### config.mk
export PLATFORM = sky130hd
export DESIGN_NAME = intt_gs_butterfly_pipe
export DESIGN_NICKNAME = d
export VERILOG_FILES = /design/src/rtl/intt_gs_butterfly_pipe.sv
export SDC_FILE = /design/constraint.sdc
export NUM_CORES = 2
export LEC_CHECK = 0
export ABC_AREA = 1
export BUFFER_PORTS_ARGS = -buffer_cell sky130_fd_sc_hd__buf_2
export CORE_MARGIN = 4
export CORE_UTILIZATION = 36
export DETAILED_ROUTE_END_ITERATION = 6
export GPL_ROUTABILITY_DRIVEN = 0
export GPL_TIMING_DRIVEN = 1
export PLACE_DENSITY_LB_ADDON = 0.05
export SKIP_LAST_GASP = 1
export SYNTH_ARGS = -nofsm -noshare
export SYNTH_HDL_FRONTEND = slang
export SYNTH_SLANG_ARGS = --single-unit
### constraint.sdc
create_clock -name clk -period 18.5 [get_ports clk]
set_input_delay 3.7 -clock clk [delete_from_list [all_inputs] [get_ports clk]]
set_output_delay 3.7 -clock clk [all_outputs]
set_load 0.01 [all_outputs]
### src/rtl/intt_gs_butterfly_pipe.sv
// Inverse-NTT Gentleman-Sande butterfly: x = a+b, y = (a-b)*tf, both mod Q, optional halving.
// Three-stage pipeline (add/sub, multiply, reduce/halve) that stalls as a whole on backpressure.
module intt_gs_butterfly_pipe #(
    parameter int N    = 17,
    parameter int Q    = 65537,
    parameter int TAGW = 8
) (
    input  logic            clk,
    input  logic            rst_n,
    input  logic            in_valid,
    output logic            in_ready,
    input  logic [N-1:0]    a,
    input  logic [N-1:0]    b,
    input  logic [N-1:0]    tf,
    input  logic            halve,
    input  logic [TAGW-1:0] in_tag,
    output logic            out_valid,
    input  logic            out_ready,
    output logic [N-1:0]    x,
    output logic [N-1:0]    y,
    output logic [TAGW-1:0] out_tag
);

    localparam logic [N:0]     Q_N1 = (N+1)'(Q);
    localparam logic [2*N-1:0] Q_2N = (2*N)'(Q);

    // Handshake: a word moves on a rising edge where valid && ready. The whole pipe
    // advances when the output register is empty or being taken, so in_ready == advance.
    logic advance;

    logic            s1_valid_q, s1_valid_d;
    logic [N-1:0]    s1_sum_q, s1_sum_d;
    logic [N-1:0]    s1_diff_q, s1_diff_d;
    logic [N-1:0]    s1_tf_q, s1_tf_d;
    logic            s1_halve_q, s1_halve_d;
    logic [TAGW-1:0] s1_tag_q, s1_tag_d;

    logic            s2_valid_q, s2_valid_d;
    logic [N-1:0]    s2_sum_q, s2_sum_d;
    logic [2*N-1:0]  s2_prod_q, s2_prod_d;
    logic            s2_halve_q, s2_halve_d;
    logic [TAGW-1:0] s2_tag_q, s2_tag_d;

    logic            out_valid_q, out_valid_d;
    logic [N-1:0]    x_q, x_d;
    logic [N-1:0]    y_q, y_d;
    logic [TAGW-1:0] out_tag_q, out_tag_d;

    logic [N:0] sum_wide;
    logic [N:0] diff_wide;
    logic [N-1:0] y_red;

    // Multiplying by 2^-1 mod Q: odd values first get Q added so the shift is exact.
    function automatic logic [N-1:0] halve_mod(input logic [N-1:0] v);
        return N'(({1'b0, v} + (v[0] ? Q_N1 : '0)) >> 1);
    endfunction

    assign advance  = ~out_valid_q | out_ready;
    assign in_ready = advance;

    always_comb begin
        sum_wide  = {1'b0, a} + {1'b0, b};
        diff_wide = {1'b0, a} - {1'b0, b};
        y_red     = N'(s2_prod_q % Q_2N);

        s1_valid_d  = s1_valid_q;
        s1_sum_d    = s1_sum_q;
        s1_diff_d   = s1_diff_q;
        s1_tf_d     = s1_tf_q;
        s1_halve_d  = s1_halve_q;
        s1_tag_d    = s1_tag_q;
        s2_valid_d  = s2_valid_q;
        s2_sum_d    = s2_sum_q;
        s2_prod_d   = s2_prod_q;
        s2_halve_d  = s2_halve_q;
        s2_tag_d    = s2_tag_q;
        out_valid_d = out_valid_q;
        x_d         = x_q;
        y_d         = y_q;
        out_tag_d   = out_tag_q;

        if (advance) begin
            s1_valid_d = in_valid;
            s1_sum_d   = N'((sum_wide >= Q_N1) ? (sum_wide - Q_N1) : sum_wide);
            // Borrow out of the N+1 bit subtraction marks a negative difference.
            s1_diff_d  = N'(diff_wide[N] ? (diff_wide + Q_N1) : diff_wide);
            s1_tf_d    = tf;
            s1_halve_d = halve;
            s1_tag_d   = in_tag;

            s2_valid_d = s1_valid_q;
            s2_sum_d   = s1_sum_q;
            s2_prod_d  = (2*N)'(s1_diff_q) * (2*N)'(s1_tf_q);
            s2_halve_d = s1_halve_q;
            s2_tag_d   = s1_tag_q;

            out_valid_d = s2_valid_q;
            x_d         = s2_halve_q ? halve_mod(s2_sum_q) : s2_sum_q;
            y_d         = s2_halve_q ? halve_mod(y_red) : y_red;
            out_tag_d   = s2_tag_q;
        end
    end

    always_ff @(posedge clk or negedge rst_n) begin
        if (!rst_n) begin
            s1_valid_q  <= 1'b0;
            s1_sum_q    <= '0;
            s1_diff_q   <= '0;
            s1_tf_q     <= '0;
            s1_halve_q  <= 1'b0;
            s1_tag_q    <= '0;
            s2_valid_q  <= 1'b0;
            s2_sum_q    <= '0;
            s2_prod_q   <= '0;
            s2_halve_q  <= 1'b0;
            s2_tag_q    <= '0;
            out_valid_q <= 1'b0;
            x_q         <= '0;
            y_q         <= '0;
            out_tag_q   <= '0;
        end else begin
            s1_valid_q  <= s1_valid_d;
            s1_sum_q    <= s1_sum_d;
            s1_diff_q   <= s1_diff_d;
            s1_tf_q     <= s1_tf_d;
            s1_halve_q  <= s1_halve_d;
            s1_tag_q    <= s1_tag_d;
            s2_valid_q  <= s2_valid_d;
            s2_sum_q    <= s2_sum_d;
            s2_prod_q   <= s2_prod_d;
            s2_halve_q  <= s2_halve_d;
            s2_tag_q    <= s2_tag_d;
            out_valid_q <= out_valid_d;
            x_q         <= x_d;
            y_q         <= y_d;
            out_tag_q   <= out_tag_d;
        end
    end

    assign out_valid = out_valid_q;
    assign x         = x_q;
    assign y         = y_q;
    assign out_tag   = out_tag_q;

endmodule

Word-level counts from Yosys, hierarchy flattened
Cells that the tools add are included.
- input bits: 64
- output and inout bits: 44
- register bits: 165
- logic and storage cells: 32
- add/sub/neg operators: 6
- bitwise gates (word level): 2
- magnitude comparators: 1
- multiplexer cells: 6
- divide/modulo/power cells: 1
- multipliers: 1
- operators with widths (operator ; count):
    17-bit 2-to-1 mux ; 6
    17-bit by 17-bit adder with 18-bit output ; 3
    34-bit by 17-bit modulo with 34-bit output, second input constant ; 1
    17-bit by 17-bit multiplier with 34-bit output ; 1
    18-bit by 17-bit >= comparator with 1-bit output, second input constant ; 1
    17-bit by 17-bit subtractor with 18-bit output ; 1
    17-bit adder, second input constant ; 1
    17-bit subtractor, second input constant ; 1
    1-bit NOT ; 1
    1-bit bitwise OR ; 1

Longest topological paths before layout
- depth after elaboration: 4
- gate-level depth with buffers: 169
- gate-level depth less buffers: 162

Least setup slack after synthesis
Ideal clock, no wire load.
- path kind: register to register
- start point: register s2_prod_q[17]
- end point: register y_q[16] (netlist: y[16])
- stages on the path, launching flop included: 144
- data required time: 18.384 ns
- period minus slack after synthesis: 16.272 ns
- library setup time: 0.116 ns
- path slack: 2.228 ns
- buffers on the path: 15
- arrival time: 16.155 ns
- cells stage by stage: dfrtp_1 buf_6 nor2_4 nand2_2 nor2_4 nand2_4 buf_12 nand4_1 nor2_1 nor2_4 nand2_1 nor2_2 nand3_4 nand2_8 nand2_8 buf_6 nand2_2 nand2_4 [... 108 more ...] buf_6 xor2_2 ha_1 nand3_1 nor2_4 nand3_2 nand2_4 nand3_4 buf_12 o31ai_1 xor2_1 inv_1 ha_1 and3_1 nand3_1 nand2_1 nand2_1 nand2_1
- word-level cells in the longest chain between the ends: 4
- ends and longest elaborated chain (item ; line ; RTL):
    start: declaration ; 40 ; logic [2*N-1:0] s2_prod_q, s2_prod_d;
    start signal: assignment ; 130 ; s2_prod_q <= s2_prod_d;
    34-bit by 17-bit modulo with 34-bit output (*) ; 64 ; y_red = N'(s2_prod_q % Q_2N);
    17-bit 2-to-1 mux ; 55 ; return N'(({1'b0, v} + (v[0] ? Q_N1 : '0)) >> 1);
    17-bit by 17-bit adder with 18-bit output ; 55 ;
    17-bit 2-to-1 mux (*) ; 99 ; y_d = s2_halve_q ? halve_mod(y_red) : y_red;
    end signal: assignment ; 135 ; y_q <= y_d;
    end: declaration ; 46 ; logic [N-1:0] y_q, y_d;
Mark *: on every way between the ends. The rest lies on a longest branch, timed or not.
A chain may end at the register's enable or synchronous reset.

Worst setup path after layout
- start point: register s2_prod_q[22]
- end point: register y_q[15] (netlist: y[15])
Same word-level chain as after synthesis.

==> results.sh <==
export IMPL_post_drt_wl_per_cell_um=15.0
export IMPL_fin_nets=6442
export IMPL_finalHoldViolCount=0
export IMPL_pre_cts_slack_ns=0.113
export IMPL_path_clk_slew_ns=0.09
export IMPL_placementRows=116
export IMPL_wire_length_of_the_first_global_routing_pass_um=179000
export IMPL_post_route_min_period_ns=17.31
export IMPL_grt_total_usage_pct=20.2
export IMPL_syn_area_per_cell_um2=6.60
export IMPL_crit_path_max_fanout=15
export IMPL_grt_start_max_net_pins=122
export IMPL_grt_setup_unrepaired="yes"
export IMPL_worstSetupPathType="flip-flop to flip-flop"
export IMPL_most_frequent_cell_on_the_critical_path="sky130_fd_sc_hd__nand2_4"
export IMPL_yosys_register_bits=165
export IMPL_cells_after_synth=5553
export IMPL_finalNonFillerCells=7370
export IMPL_initial_utilization_pct=36.5
export IMPL_mappedNetlistArea_um2=36700
export IMPL_cp_end_kind="flip-flop"
export IMPL_dieHeight_um=327
export IMPL_yosysSeqAreaShare_pct=11.3
export IMPL_mostFrequentLayoutCell="sky130_fd_sc_hd__nand2_1"
export IMPL_setup_worst_path_start_class="flip-flop"
export IMPL_holdCritPathClass="flip-flop to flip-flop"
export IMPL_synthesis_nets=5996
export IMPL_whs_path_depth=2
export IMPL_antenna_violating_nets_post_route=0
export IMPL_latest_clock_arrival_within_the_worst_skew_pair_ns=0.50
export IMPL_drcViolationCount=0
export IMPL_cts_made_buffers=17
export IMPL_clock_tree_htree_level_count=4
export IMPL_dr_total_vias=35100
export IMPL_drt_vias_per_instance=4.76
export IMPL_finalMaxSlewViolations=0
export IMPL_maxCapViolCount=0
export IMPL_fin_crit_sh_pct=93.5
export IMPL_clock_root_buffer="sky130_fd_sc_hd__clkbuf_16"
export IMPL_layout_area_overhead_vs_synth_pct=18.5
export IMPL_clkSinkCount=165
export IMPL_tns_ns=0
export IMPL_clock_path_buffers=2
export IMPL_slew_at_the_pin_closest_to_its_max_slew_limit_ns=1.07
export IMPL_boundaryPins=108
export IMPL_first_global_vias=34000
export IMPL_core_region_area_um2=101000
export IMPL_yosysWarnings=0
export IMPL_proportion_of_layout_cells_with_a_drive_suffix_above_1_pct=28.3
export IMPL_setup_viol_count_final=0
export IMPL_drt_total_wl_um=111000
export IMPL_final_setup_worst_slack_ns=1.19
export IMPL_synth_distinct_cells=72
export IMPL_async_flop_share_pct=100
export IMPL_floorplan_die_area_um2=107000
export IMPL_hpwl_um=89400
export IMPL_cts_tree="done"
export IMPL_critical_path_required_ns=18.90
export IMPL_port_buffers=107
export IMPL_reg2regPathDepth=142
export IMPL_synth_enable_flop_cells=0
export IMPL_grt_antenna_before_repair=3
export IMPL_timing_max_slew_rel_slack_pct=28.7
export IMPL_critical_path_max_stage_delay_ns=0.43
export IMPL_status="complete, no violations"
export IMPL_synth_main_ff_cell="sky130_fd_sc_hd__dfrtp_1"
export IMPL_firstDrtPassIters=5
export IMPL_first_iter_violations=1911
export IMPL_layout_common_cells="sky130_fd_sc_hd__nand2_1 (1584), sky130_fd_sc_hd__inv_1 (799), sky130_fd_sc_hd__buf_4 (448)"
export IMPL_critical_path_slowest_cell="sky130_fd_sc_hd__dfrtp_1"
export IMPL_grt_overflow_total=0
export IMPL_cp_data_arrival_time_ns=17.71
export IMPL_placedCellCount=7233
export IMPL_fin_skew_ns=0.0226
export IMPL_max_freq_mhz=57.8
export IMPL_die_width_um=327
[flip-flops by register name, indices dropped and copies added (netlist names), 8 cells and up]
register	cells
s2_sum_q	17
out_tag	8
s2_tag_q	8
x	17
s1_diff_q	17
y	17
s1_tf_q	17
s2_prod_q	34
s1_sum_q	17
s1_tag_q	8
[final timing paths]
kind | from | end | slack (ns)
setup / recovery | s2_prod_q[22]$_DFFE_PN0P_ | y[15]$_DFFE_PN0P_ | 1.19
hold / removal | s2_valid_q$_DFFE_PN0P_ | out_valid$_DFFE_PN0P_ | 0.45
setup reg to reg | s2_prod_q[22]$_DFFE_PN0P_ | y[15]$_DFFE_PN0P_ | 1.19
hold reg to reg | s2_valid_q$_DFFE_PN0P_ | out_valid$_DFFE_PN0P_ | 0.45
max in group asynchronous | rst_n | s2_prod_q[18]$_DFFE_PN0P_ | 13.71
min in group asynchronous | rst_n | s2_sum_q[12]$_DFFE_PN0P_ | 3.36
[critical path: cells and delay by family, from the launching register on]
kind / cells / cell delay [ns]
AND/OR/NAND/NOR: 106 / 12.13
buffers and inverters: 32 / 4.08
AO/OA/AOI/OAI: 4 / 0.56
flip-flops: 1 / 0.43
[cells in the mapped netlist, drive strengths merged, types with 3 or more instances]
master,instances,area (um2)
o31ai,12,90.1
a21oi,118,673
a21o,3,22.5
bufinv,3,52.6
clkinv,35,180
ha,153,1910
nand3b,8,60.1
a31oi,14,87.6
nor2,560,2960
nand4,138,907
o211ai,5,37.5
buf,48,592
clkbuf,120,638
inv,885,3370
xor2,133,1210
nor4,4,25.0
a21boi,3,22.5
nand2,2089,9990
xnor2,32,288
o21ai,185,978
nand3,534,3360
dfrtp,165,4130
and2,5,33.8
o21bai,18,139
nor3,42,230
fa,226,4520
[through the flow]
stage,area [um2],utilization (%),hold slack [ns]
floorplan,36700,-,0.420
global placement,40600,40.4,0.438
detailed placement,40600,40.4,0.449
CTS,41200,41.0,0.461
global route,43400,43.2,0.487
finish,43400,43.2,0.454
[routing by layer]
| layer | wire length [um] | global-route usage, % | vias to the layer above |
|---|---|---|---|
| met2 | 53200 | 34.9 | 462 |
| li1 | - | - | 18100 |
| met1 | 53500 | 28.2 | 16500 |
| met3 | 2820 | 1.56 | 62 |
| met5 | 26 | 0 | - |
| met4 | 1040 | 2.98 | 4 |
[logic make-up (layout without fill, tap and decap cells)]
kind of cell | count (synthesis) | count (layout) | share of synthesized area, %
buffers and inverters | 1094 | 1536 | 13.3
other | 0 | 1 | 0
AO/OA/AOI/OAI | 366 | 366 | 5.77
adder cells (fa/ha/maj) | 379 | 379 | 17.6
flip-flops | 165 | 165 | 11.3
XOR/XNOR | 165 | 165 | 4.07
AND/OR/NAND/NOR | 3384 | 3401 | 48.0
[final cells by class]
type,instances,area (um2)
fill,10800,57200
multi-input combinational,4311,29000
timing repair buffer,581,4340
sequential,165,4140
inverter,923,3610
tap,1357,1700
clock buffer,17,425
clock inverter,15,220
antenna,1,2.50
[what timing repair did]
action / in CTS / in global routing
gates resized for setup: 0 / 307
setup endpoints to repair: 0 / 17
endpoints found under the hold margin: 0 / 0
buffers inserted: 0 / 85
hold buffers: 0 / 0
Power is not shown: default switching activity piles up to over one toggle a cycle in this logic, so the estimate is an artifact.
